`src/rtl/truth_table_sequencer.sv`:
```
// -----------------------------------------------------------------------------
// truth_table_sequencer
//
// Purpose:
//   Sweeps a 4-input combinational stage under test through all 16 input
//   vectors in ascending order. Each vector is held for HOLD_CYCLES clock
//   cycles. On the last cycle of each hold the stage outputs f and g are
//   captured into f_table / g_table. This gives the stage the whole hold
//   window to settle before its value is taken.
//
// Optional feature (macro TT_MISMATCH_CHECK_EN):
//   When defined, every captured {f,g} pair is compared against the expected
//   columns EXP_F / EXP_G. Mismatching vectors are counted in mismatch_cnt,
//   which saturates at 16. err flags a nonzero count. When the macro is
//   undefined, mismatch_cnt and err are tied to 0 and no compare logic exists.
//
// Parameters:
//   HOLD_CYCLES  cycles each vector is held (2..255)
//   EXP_F/EXP_G  expected f / g column, bit n belongs to vector n
//
// Ports:
//   clk           sole clock, rising edge
//   rst_n         synchronous active-low reset
//   start         sweep request, only honoured in IDLE
//   a,b,c,d       vector index driven to the stage under test, a = MSB
//   f,g           outputs of the stage under test
//   busy          high while vectors are being driven
//   done          one-cycle pulse when a sweep completes
//   f_table       captured f column
//   g_table       captured g column
//   mismatch_cnt  number of vectors whose captured {f,g} differs from expected
//   err           mismatch_cnt != 0
// -----------------------------------------------------------------------------
module truth_table_sequencer #(
    parameter int unsigned HOLD_CYCLES = 20,
    parameter logic [15:0] EXP_F       = 16'h0000,
    parameter logic [15:0] EXP_G       = 16'h0000
) (
    input  logic        clk,
    input  logic        rst_n,
    input  logic        start,
    output logic        a,
    output logic        b,
    output logic        c,
    output logic        d,
    input  logic        f,
    input  logic        g,
    output logic        busy,
    output logic        done,
    output logic [15:0] f_table,
    output logic [15:0] g_table,
    output logic [4:0]  mismatch_cnt,
    output logic        err
);

    // Last value of the hold counter within one vector; this is the capture point.
    localparam logic [7:0] HOLD_LAST = 8'(HOLD_CYCLES - 32'd1);

    typedef enum logic [1:0] {
        ST_IDLE  = 2'd0,
        ST_DRIVE = 2'd1,
        ST_DONE  = 2'd2
    } state_t;

    state_t      state_q, state_d;
    logic [3:0]  vec_q, vec_d;
    logic [7:0]  hold_q, hold_d;
    logic [15:0] f_tab_q, f_tab_d;
    logic [15:0] g_tab_q, g_tab_d;
    logic        capture_s;
    logic        accept_s;

    // State, vector, hold counter and table registers.
    always_ff @(posedge clk) begin
        if (!rst_n) begin
            state_q <= ST_IDLE;
            vec_q   <= 4'd0;
            hold_q  <= 8'd0;
            f_tab_q <= 16'h0000;
            g_tab_q <= 16'h0000;
        end else begin
            state_q <= state_d;
            vec_q   <= vec_d;
            hold_q  <= hold_d;
            f_tab_q <= f_tab_d;
            g_tab_q <= g_tab_d;
        end
    end

    // Next-state logic: accept start, step through the vectors, capture results.
    always_comb begin
        state_d   = state_q;
        vec_d     = vec_q;
        hold_d    = hold_q;
        f_tab_d   = f_tab_q;
        g_tab_d   = g_tab_q;
        capture_s = 1'b0;
        accept_s  = 1'b0;
        case (state_q)
            ST_IDLE: begin
                if (start) begin
                    // A new sweep starts with cleared tables; vec in IDLE
                    // otherwise keeps the last vector driven.
                    accept_s = 1'b1;
                    state_d  = ST_DRIVE;
                    vec_d    = 4'd0;
                    hold_d   = 8'd0;
                    f_tab_d  = 16'h0000;
                    g_tab_d  = 16'h0000;
                end else begin
                    state_d = ST_IDLE;
                end
            end
            ST_DRIVE: begin
                if (hold_q == HOLD_LAST) begin
                    capture_s       = 1'b1;
                    f_tab_d[vec_q]  = f;
                    g_tab_d[vec_q]  = g;
                    hold_d          = 8'd0;
                    if (vec_q == 4'd15) begin
                        // vec stays at 15 so IDLE keeps showing the final vector.
                        state_d = ST_DONE;
                    end else begin
                        vec_d = vec_q + 4'd1;
                    end
                end else begin
                    hold_d = hold_q + 8'd1;
                end
            end
            ST_DONE: begin
                state_d = ST_IDLE;
            end
            default: begin
                state_d = ST_IDLE;
            end
        endcase
    end

`ifdef TT_MISMATCH_CHECK_EN
    logic [4:0] mism_q, mism_d;

    // Mismatch counter register.
    always_ff @(posedge clk) begin
        if (!rst_n) begin
            mism_q <= 5'd0;
        end else begin
            mism_q <= mism_d;
        end
    end

    // Compare each captured pair with the expected columns; saturate at 16.
    always_comb begin
        mism_d = mism_q;
        if (accept_s) begin
            mism_d = 5'd0;
        end else if (capture_s && ({f, g} != {EXP_F[vec_q], EXP_G[vec_q]})
                     && (mism_q != 5'd16)) begin
            mism_d = mism_q + 5'd1;
        end else begin
            mism_d = mism_q;
        end
    end

    assign mismatch_cnt = mism_q;
    assign err          = (mism_q != 5'd0);
`else
    // Compare logic absent: expected columns and capture strobe are not consumed.
    logic unused_cmp_s;
    assign unused_cmp_s = ^{EXP_F, EXP_G, capture_s, accept_s};

    assign mismatch_cnt = 5'd0;
    assign err          = 1'b0;
`endif

    // Outputs are decoded directly from registers.
    assign {a, b, c, d} = vec_q;
    assign busy         = (state_q == ST_DRIVE);
    assign done         = (state_q == ST_DONE);
    assign f_table      = f_tab_q;
    assign g_table      = g_tab_q;

endmodule

```
`config.mk`:
```
export PLATFORM = sky130hd
export DESIGN_NAME = truth_table_sequencer
export DESIGN_NICKNAME = d
export VERILOG_FILES = /design/src/rtl/truth_table_sequencer.sv
export SDC_FILE = /design/constraint.sdc
export NUM_CORES = 1
export LEC_CHECK = 0
export CORE_ASPECT_RATIO = 1.2
export CORE_MARGIN = 4
export CORE_UTILIZATION = 38
export CTS_CLUSTER_SIZE = 8
export DETAILED_ROUTE_END_ITERATION = 16
export GPL_TIMING_DRIVEN = 0
export PLACE_DENSITY_LB_ADDON = 0.05
export REMOVE_ABC_BUFFERS = 1
export SYNTH_ARGS = -nofsm -noshare
export SYNTH_HDL_FRONTEND = slang
export SYNTH_SLANG_ARGS = --single-unit
```
`constraint.sdc`:
```
create_clock -name clk -period 2 [get_ports clk]
set_input_delay 0.4 -clock clk [delete_from_list [all_inputs] [get_ports clk]]
set_output_delay 0.4 -clock clk [all_outputs]
set_load 0.1 [all_outputs]
```
==> metrics <==
achievable frequency=around 0.52 GHz; Root Driver=clkbuf_8; Syn Inst Count=260; Synth Cell Area=2170 um2; min-delay worst type=flip-flop to flip-flop; TritonCTS Buffers=5; Critical Path Max Stage Delay=0.86 ns; top cells by area, synth=dfxtp_1 42%, o22ai_1 8.9%, nand2_1 8.6%; Filler cells=553; Final Critical Period=between 1.5 and 2 ns; Overflow after GRT=0; Crit path max-delay family=buffers and inverters; Post-synth EDFFs=0; LEAKAGE=1.05 nW; die area=6990 um2; ANT cells=0; Simple-Gate Fraction of Synth Area=23.5%; num rows=29; Post-DRT Antenna Nets=0; CTS tree=done; final setup TNS=0 ns; final number of setup-violating endpoints=0; IO Count=49; drt drc=0; area occupied by multi-input gates=1140 um2; Max Clock Skew=about 0.011 ns; final hold violation count=0; Die X=77.0 um; GP Congestion=0.755; worst vdd ir=0.283 mV; Max Fanout on Critical Path=2; vias in the first global route=1,856; total iterations of the first detailed-routing run=4; Slew @ Worst Pin=0.968 ns; post-synthesis mux area share=0.461%; cell taking the most area after synthesis=dfxtp_1; critical path class=flip-flop to output port; Buffers on Ports=42; slowest cell on the critical path=dlygate4sd2_1; Avg WL per Cell=15.8 um; Yosys warning count=0; worst endpoint required time=1.60 ns; Post-synth ARST share=0%; # hold bufs at CTS=0; Worst Setup SP=f_table[7]$_SDFFE_PN0P_; Reg-to-Reg Start=hold_q[0]$_SDFFE_PN0P_; post-synth cell types=40; CTS sink cnt=46; Seq cells post-synth=46; CP Data Arrival Time=1.51 ns; Post-Synth Adder-Cell Area=2.88%; largest family of logic cells by synthesized area=simple AND/OR/NAND/NOR gates; Slew headroom=between 30% and 40%; commonest non-fill, non-tap cell in the layout=nand2_1; Synth top area share=between 40% and 50%; Avg Cell Area, Syn=8.35 um2; Starting Density=around 40%; initial antenna violation count=0; DRT iter0 DRCs=117; Buf/Inv on CP=1; # Max-Cap Violations=0; RSZ-0062 raised after global routing=no; outcome=finished, final reports clean; Clk pin slew, worst setup/hold paths=0.09 ns; Slew Viols, Final=0; Vias/cell=approximately 5.6; Max Buffers Root-to-Sink=2; dominant synthesized flop cell=dfxtp_1; most frequent cells in the layout=50 x nand2_1, 46 x dfxtp_1, 32 x dlygate4sd2_1; Hold Crit Start=f_table[1]$_SDFFE_PN0P_; via count=2,010; wire length of the first global-routing pass=9.33 mm; startpoint types=flip-flop; pin count of the biggest net entering global routing=40; Final #Nets=307; Compound-Gate Fraction of Synth Area=between 20 and 25%; Crit. End Element=output port; Pwr Density=645 nW/um2; Worst-Skew Late Latency=0.30 ns; gr usage total=16.3%; total power=around 0.0017 W; DRT Wirelength=5.68 mm; die height=between 90 and 100 um; post-DP HPWL=3.57 mm; post-synthesis sequential area ratio=42.4%; Final Cycle Share=95.5%; layout cell share with drive strength beyond 1=about an eighth; worst path cell trace=dlygate4sd2_1; Sequential Area=a little over 900 um2; area grow syn2layout=23.9%; Core ar.=~5400 um2; Synth Area in XOR/XNOR=1.21%; H-Tree Depth=2
## through the flow
| stage | worst slack, ns | instance area, um2 | hold slack, ns | cells | util, % |
|---|---|---|---|---|---|
| finish | 0.0893 | 2690 | 0.454 | 360 | 49.7 |
| global route | 0.00430 | 2690 | 0.476 | 360 | 49.7 |
| CTS | -0.0487 | 2650 | 0.461 | 355 | 49.1 |
| detailed placement | -1.08 | 2550 | 0.450 | 343 | 47.2 |
| global placement | -1.86 | 2540 | 0.447 | 343 | 46.9 |
| floorplan | -0.755 | 2040 | 0.452 | 239 | - |
## registers in the layout (all words and copies together) (netlist names)
name     count
f_table     16
g_table     16
hold_q       8
vec_q        4
state_q      2
## routing by layer
layer	up-vias	GRT usage (%)	share of wire [%]	routed length (um)
met2	56	28.2	49	2760
met4	0	4.45	1.0	59
li1	1013	-	-	-
met3	7	3.39	5.0	281
met1	934	20.4	45	2580
met5	-	0	0	0
## worst paths after layout
kind | endpoint | slack, ns | cells after the start
hold / removal | f_table[1]$_SDFFE_PN0P_ | 0.45 | 2
setup reg to reg | g_table[11]$_SDFFE_PN0P_ | 0.16 | 5
hold reg to reg | f_table[1]$_SDFFE_PN0P_ | 0.45 | 2
setup / recovery | f_table[7] | 0.09 | 1
## repair_timing
| action | in CTS | in global routing |
|---|---|---|
| pin swaps | 1 | 2 |
| resized for setup | 58 | 8 |
| endpoints found under the setup margin | 83 | 34 |
| buffers inserted | 3 | 5 |
| gates cloned | 1 | 0 |
## synth_stat cells, types with 2 or more instances
master,instances
nor2b_1,4
a211oi_1,3
xor2_1,3
a311o_1,2
buf_2,4
nor2_1,10
buf_6,2
nand3_1,9
nand4_4,2
a21oi_1,16
buf_4,6
nor3_1,5
a41oi_1,2
nand2_1,50
clkbuf_1,13
and3_1,4
o21ai_0,5
o22ai_1,31
a311oi_1,3
dfxtp_1,46
nand4_1,14
ha_1,5
inv_1,4
## where the power goes
part | leakage [nW] | internal, W | switching [W] | total, W
combinational | 0.635 | 0.0000462 | 0.000162 | 0.000208
clock | 0.0482 | 0.000280 | 0.000313 | 0.000593
sequential | 0.371 | 0.000920 | 0.0000134 | 0.000934
## kinds of logic (layout without fill, tap and decap cells)
kind of cell | Yosys count | in the layout
multiplexers | 1 | 1
AND/OR/NAND/NOR | 102 | 102
AO/OA/AOI/OAI | 71 | 71
other | 1 | 6
adder cells (fa/ha/maj) | 5 | 5
flip-flops | 46 | 46
XOR/XNOR | 3 | 3
buffers and inverters | 31 | 64
## cell type report
type	count	area share, %
inverters	5	0.838
flip-flops and latches	46	34.2
clock inverters	1	0.186
well taps	62	2.89
repair inverters	1	0.186
repair buffers	50	16.1
clock buffers	7	3.21
multi-input cells	188	42.3
Note: power is estimated with default switching activity, not from simulation.
